[src/rtl/fifo_serial_tx_if.sv]
// FIFO-side handshake bundle for fifo_serial_tx.
// The master modport belongs to the FIFO and the slave modport to the transmitter.
interface fifo_serial_tx_if #(
  parameter int unsigned data_width = 8
);
  logic                  fifo_empty;
  logic                  fifo_wn;
  logic [data_width-1:0] fifo_data;
  logic                  fifo_rn;

  modport master (
    output fifo_empty,
    output fifo_wn,
    output fifo_data,
    input  fifo_rn
  );

  modport slave (
    input  fifo_empty,
    input  fifo_wn,
    input  fifo_data,
    output fifo_rn
  );
endinterface

[src/rtl/fifo_serial_tx.sv]
// Pops one word from a synchronous FIFO and sends it as a UART-style frame:
// one start bit, LSB-first data, one stop bit. All outputs are decoded from registered state.
module fifo_serial_tx #(
  parameter int unsigned data_width   = 8,
  parameter int unsigned clks_per_bit = 4
) (
  input  logic            clock,
  input  logic            reset,
  input  logic            enable,
  fifo_serial_tx_if.slave fifo,
  output logic            tx,
  output logic            busy,
  output logic            done
);
  localparam int unsigned CW = (clks_per_bit > 1) ? $clog2(clks_per_bit) : 1;
  localparam int unsigned BW = (data_width > 1) ? $clog2(data_width) : 1;
  localparam logic [CW-1:0] CNT_LAST = CW'(clks_per_bit - 1);
  localparam logic [BW-1:0] BIT_LAST = BW'(data_width - 1);

  typedef enum logic [2:0] {IDLE, POP, LOAD, START, DATA, STOP} state_t;

  state_t                state_q, state_d;
  logic [CW-1:0]         cnt_q, cnt_d;
  logic [BW-1:0]         bit_q, bit_d;
  logic [data_width-1:0] shift_q, shift_d;
  logic                  rn;

  always_ff @(posedge clock) begin
    if (reset) begin
      state_q <= IDLE;
      cnt_q   <= '0;
      bit_q   <= '0;
      shift_q <= '0;
    end else begin
      state_q <= state_d;
      cnt_q   <= cnt_d;
      bit_q   <= bit_d;
      shift_q <= shift_d;
    end
  end

  always_comb begin
    state_d = state_q;
    cnt_d   = cnt_q;
    bit_d   = bit_q;
    shift_d = shift_q;
    case (state_q)
      IDLE: if (enable && !fifo.fifo_empty) state_d = POP;
      // A concurrent FIFO write wins over our read, so the pop is retried from IDLE.
      POP: state_d = (fifo.fifo_empty || fifo.fifo_wn) ? IDLE : LOAD;
      LOAD: begin
        shift_d = fifo.fifo_data;
        cnt_d   = '0;
        bit_d   = '0;
        state_d = START;
      end
      START: begin
        if (cnt_q == CNT_LAST) begin
          cnt_d   = '0;
          state_d = DATA;
        end else begin
          cnt_d = cnt_q + 1'b1;
        end
      end
      DATA: begin
        if (cnt_q == CNT_LAST) begin
          cnt_d   = '0;
          shift_d = shift_q >> 1;
          if (bit_q == BIT_LAST) state_d = STOP;
          else                   bit_d   = bit_q + 1'b1;
        end else begin
          cnt_d = cnt_q + 1'b1;
        end
      end
      STOP: begin
        if (cnt_q == CNT_LAST) begin
          cnt_d   = '0;
          state_d = IDLE;
        end else begin
          cnt_d = cnt_q + 1'b1;
        end
      end
      default: state_d = IDLE;
    endcase
  end

  always_comb begin
    tx   = 1'b1;
    rn   = 1'b0;
    done = 1'b0;
    busy = (state_q != IDLE);
    case (state_q)
      POP:   rn   = 1'b1;
      START: tx   = 1'b0;
      DATA:  tx   = shift_q[0];
      STOP:  done = (cnt_q == CNT_LAST);
      default: ;
    endcase
  end

  assign fifo.fifo_rn = rn;
endmodule

[src/flat_wrapper.sv]
// flat-port wrapper written by rule: the top's interface ports become plain ports
module fifo_serial_tx_flat 
#(
  parameter int unsigned data_width   = 8,
  parameter int unsigned clks_per_bit = 4
)
  (clock, reset, enable, tx, busy, done, fifo_fifo_empty, fifo_fifo_wn, fifo_fifo_data, fifo_fifo_rn);
  fifo_serial_tx_if #(.data_width(data_width)) fifo_i ();
  input  logic clock;
  input  logic reset;
  input  logic enable;
  output logic tx;
  output logic busy;
  output logic done;
  input wire logic [$bits(fifo_i.fifo_empty)-1:0] fifo_fifo_empty;
  input wire logic [$bits(fifo_i.fifo_wn)-1:0] fifo_fifo_wn;
  input wire logic [$bits(fifo_i.fifo_data)-1:0] fifo_fifo_data;
  output wire logic [$bits(fifo_i.fifo_rn)-1:0] fifo_fifo_rn;
  assign fifo_i.fifo_empty = fifo_fifo_empty;
  assign fifo_i.fifo_wn = fifo_fifo_wn;
  assign fifo_i.fifo_data = fifo_fifo_data;
  assign fifo_fifo_rn = fifo_i.fifo_rn;
  fifo_serial_tx #(.data_width(data_width), .clks_per_bit(clks_per_bit)) u_core (.clock(clock), .reset(reset), .enable(enable), .fifo(fifo_i), .tx(tx), .busy(busy), .done(done));
endmodule
[config.mk]
export PLATFORM = sky130hd
export DESIGN_NAME = fifo_serial_tx_flat
export DESIGN_NICKNAME = d
export VERILOG_FILES = /design/src/rtl/fifo_serial_tx_if.sv /design/src/rtl/fifo_serial_tx.sv /design/src/flat_wrapper.sv
export SDC_FILE = /design/constraint.sdc
export NUM_CORES = 1
export LEC_CHECK = 0
export ABC_AREA = 1
export BUFFER_PORTS_ARGS = -buffer_cell sky130_fd_sc_hd__clkbuf_2
export CELL_PAD_IN_SITES_DETAIL_PLACEMENT = 0
export CELL_PAD_IN_SITES_GLOBAL_PLACEMENT = 2
export CORE_MARGIN = 5
export CORE_UTILIZATION = 28
export DETAILED_ROUTE_END_ITERATION = 10
export PLACE_DENSITY_LB_ADDON = 0.1
export SLEW_MARGIN = 20
export SYNTH_ARGS = -nofsm -noshare
export SYNTH_HDL_FRONTEND = slang
export SYNTH_SLANG_ARGS = --single-unit
[constraint.sdc]
create_clock -name clock -period 1.6 [get_ports clock]
set_input_delay 0.16 -clock clock [delete_from_list [all_inputs] [get_ports clock]]
set_output_delay 0.16 -clock clock [all_outputs]
set_load 0.05 [all_outputs]
==> flow_metrics.tcl <==
set metrics [dict create \
    ys_ff_latch 16 \
    post_drt_wl_per_cell_um 10.5 \
    design.die.area_sq_um 4350 \
    netlist-cell-type-count 20 \
    cap_violations 0 \
    grt_first_pass_wirelength_mm 3.62 \
    fin_skew_ns 0.00104 \
    yosysSeqAreaShare_pct 36.5 \
    slew_viol_final 0 \
    antenna_found_initial 0 \
    whs_ns 0.0951 \
    port_buffers 16 \
    finalSetupViolations 0 \
    nNetsFinal 172 \
    syn_to_final_growth_pct 27.2 \
    p_leak_nw 0.553 \
    clock_path_buffers 2 \
    ys_warn_count 0 \
    cts_tree "done" \
    setup_ws_ns 0.119 \
    drt_iter0_drc 25 \
    fin_tns_setup_ns 0 \
    numCtsBuffers 3 \
    fin_crit_sh_pct 92.6 \
    viasPerCell 4.33 \
    root_buffer "clkbuf_4" \
    fillCellCount 360 \
    hold-path-cell-count 3 \
    p_comb_share_pct 49.5 \
    clkPwrFrac_pct 16.5 \
    worst_slew_pin_slew_ns 0.315 \
    synth_cells 132 \
    grt_max_degree 13 \
    status "complete, no violations" \
    drtAntennaViolNets 0 \
    drc 0 \
    htreeDepth 1 \
    io_pins 17 \
    finalPower_w 0.00166 \
    p_sw_w 0.000765 \
    slew-limit-headroom_pct 79.0 \
    clk_latency_ns 0.28 \
    crit_fanout 9 \
    grt_usage_pct 11.0 \
    startpoint_type "register" \
    place_hpwl_mm 1.64 \
    num_antenna_cells 0 \
    powerDensity_nw_per_um2 1490 \
    core.rowCount 20 \
    arrival_ns 1.32 \
    die_h_um 66.0 \
    grt_pass1_vias 790 \
    intPower_w 0.000898 \
    dr.pass1.iters 3 \
    die-width_um 66.0 \
    fmax_mhz 675 \
    avgSynthCellArea_sq_um 6.64 \
    end_kind "output port" \
    core_sq_um 3030 \
    hold_class "primary input to register" \
    overflow 0 \
    gp_congestion 0.777 \
    ir_drop_mv 0.451 \
    initial_utilization_pct 29.0 \
    clkSlewWorstSetupHoldPaths_ns 0.10 \
    hold_violations 0 \
    required_ns 1.44 \
    via_count 861 \
    pre_cts_slack_ns 0.188 \
    syn_area_sq_um 877 \
    pwr-share-seq_pct 34.0 \
    clock-sinks 16 \
    rsz0062_at_grt "false" \
    critPathKind "register to output port" \
    r2r_cells 8 \
    drive_gt1_share_pct 26.5 \
    p_sw_share_pct 46.0 \
    syn_nets 148 \
    min_period_ns 1.48 \
    wirelength_mm 2.09 \
]
==> cell usage in the layout, fill, tap and decap left out, types with 2 or more instances in the layout <==
master / count
clkbuf_8: 2
o21ai_0: 7
inv_1: 11
dfxtp_4: 2
o21ai_1: 2
nand3_1: 9
nor2_1: 19
clkbuf_2: 14
clkbuf_4: 3
a21oi_1: 9
nand2_1: 41
dfxtp_1: 12
nand3_2: 3
ha_1: 3
dfxtp_2: 2
buf_4: 4
==> critical path, stage by stage, from the launching register on <==
cell and delay, ns:
dfxtp_4 0.38, nor2_4 0.18, nand2_8 0.09, inv_6 0.09, nand2_1 0.05, nand2_1 0.06, clkbuf_8 0.17
==> cells in the mapped netlist, drive strengths merged <==
library cell,count,area share (%)
nand3b,1,0.86
inv,14,6.3
nor3,1,0.57
o21ai,10,6.1
buf,1,1.3
nor2,21,10
nand2,44,21
a21oi,9,5.1
ha,3,4.3
nand3,12,8.0
dfxtp,16,37
==> power groups by stage <==
stage | Clock, W | Sequential (W) | Combinational, W
after global routing | 0.000325 | 0.000581 | 0.000929
after floorplan | 0 | 0.000531 | 0.000609
after global placement | 0 | 0.000547 | 0.000739
after CTS | 0.000297 | 0.000546 | 0.000766
final | 0.000274 | 0.000566 | 0.000823
after detailed placement | 0 | 0.000549 | 0.000740
==> flip-flops by register name (all words and copies together), names as in the netlist <==
name and count:
u_core.state_q 3, u_core.cnt_q 2, u_core.shift_q 8, u_core.bit_q 3
==> cell families (layout without fill, tap and decap cells) <==
group                      after synthesis  in the layout  share of synthesized area [%]
and+or+nand+nor                         79             79                           40.4
AOI/OAI and AO/OA                       19             19                           11.3
DFF                                     16             16                           36.5
buffers and inverters                   15             38                           7.56
adders and majority gates                3              3                           4.28
==> area by class of cell <==
class	instances	area [sq um]	share of cell area, %
Clock buffer	4	36.3	3.25
Inverter	14	60.1	5.38
Multi-Input combinational cell	101	509	45.6
Sequential cell	16	330	29.6
Tap cell	44	55.1	4.93
Timing Repair Buffer	20	125	11.2
==> per-stage QoR <==
stage          util (%)  instances  area, sq um
3_3_place_gp       33.5        192         1010
3_5_place_dp       33.5        192         1010
6_report           36.9        199         1120
2_1_floorplan         -        132          882
4_1_cts            35.2        196         1060
5_1_grt            36.9        199         1120
==> repair_timing <==
| item | 4_1_cts | 5_1_grt |
|---|---|---|
| setup endpoints to repair | 1 | 2 |
| buffers inserted | 0 | 3 |
| hold buffers | 0 | 0 |
| resized for setup | 6 | 10 |
| pin swaps | 0 | 2 |
==> worst paths after layout <==
check | end | from | slack, ns
hold / removal | u_core.shift_q[7]$_SDFFE_PP0P_ | fifo_fifo_data[7] | 0.1
setup / recovery | tx | u_core.state_q[0]$_SDFFE_PP0P_ | 0.12
setup reg to reg | u_core.state_q[0]$_SDFFE_PP0P_ | u_core.bit_q[0]$_SDFFE_PP0P_ | 0.26
hold reg to reg | u_core.bit_q[1]$_SDFFE_PP0P_ | u_core.bit_q[1]$_SDFFE_PP0P_ | 0.47
==> metal layers <==
metal	vias to the layer above	GRT usage, %	share of wire, %	wire length [um]
met5	-	0	0	0
met4	0	3.81	0.72	15
met3	2	2.55	3.9	82
met2	11	17.6	50	1040
met1	380	14.3	46	952
li1	468	-	-	-
Note: power is estimated with default switching activity, not from simulation.
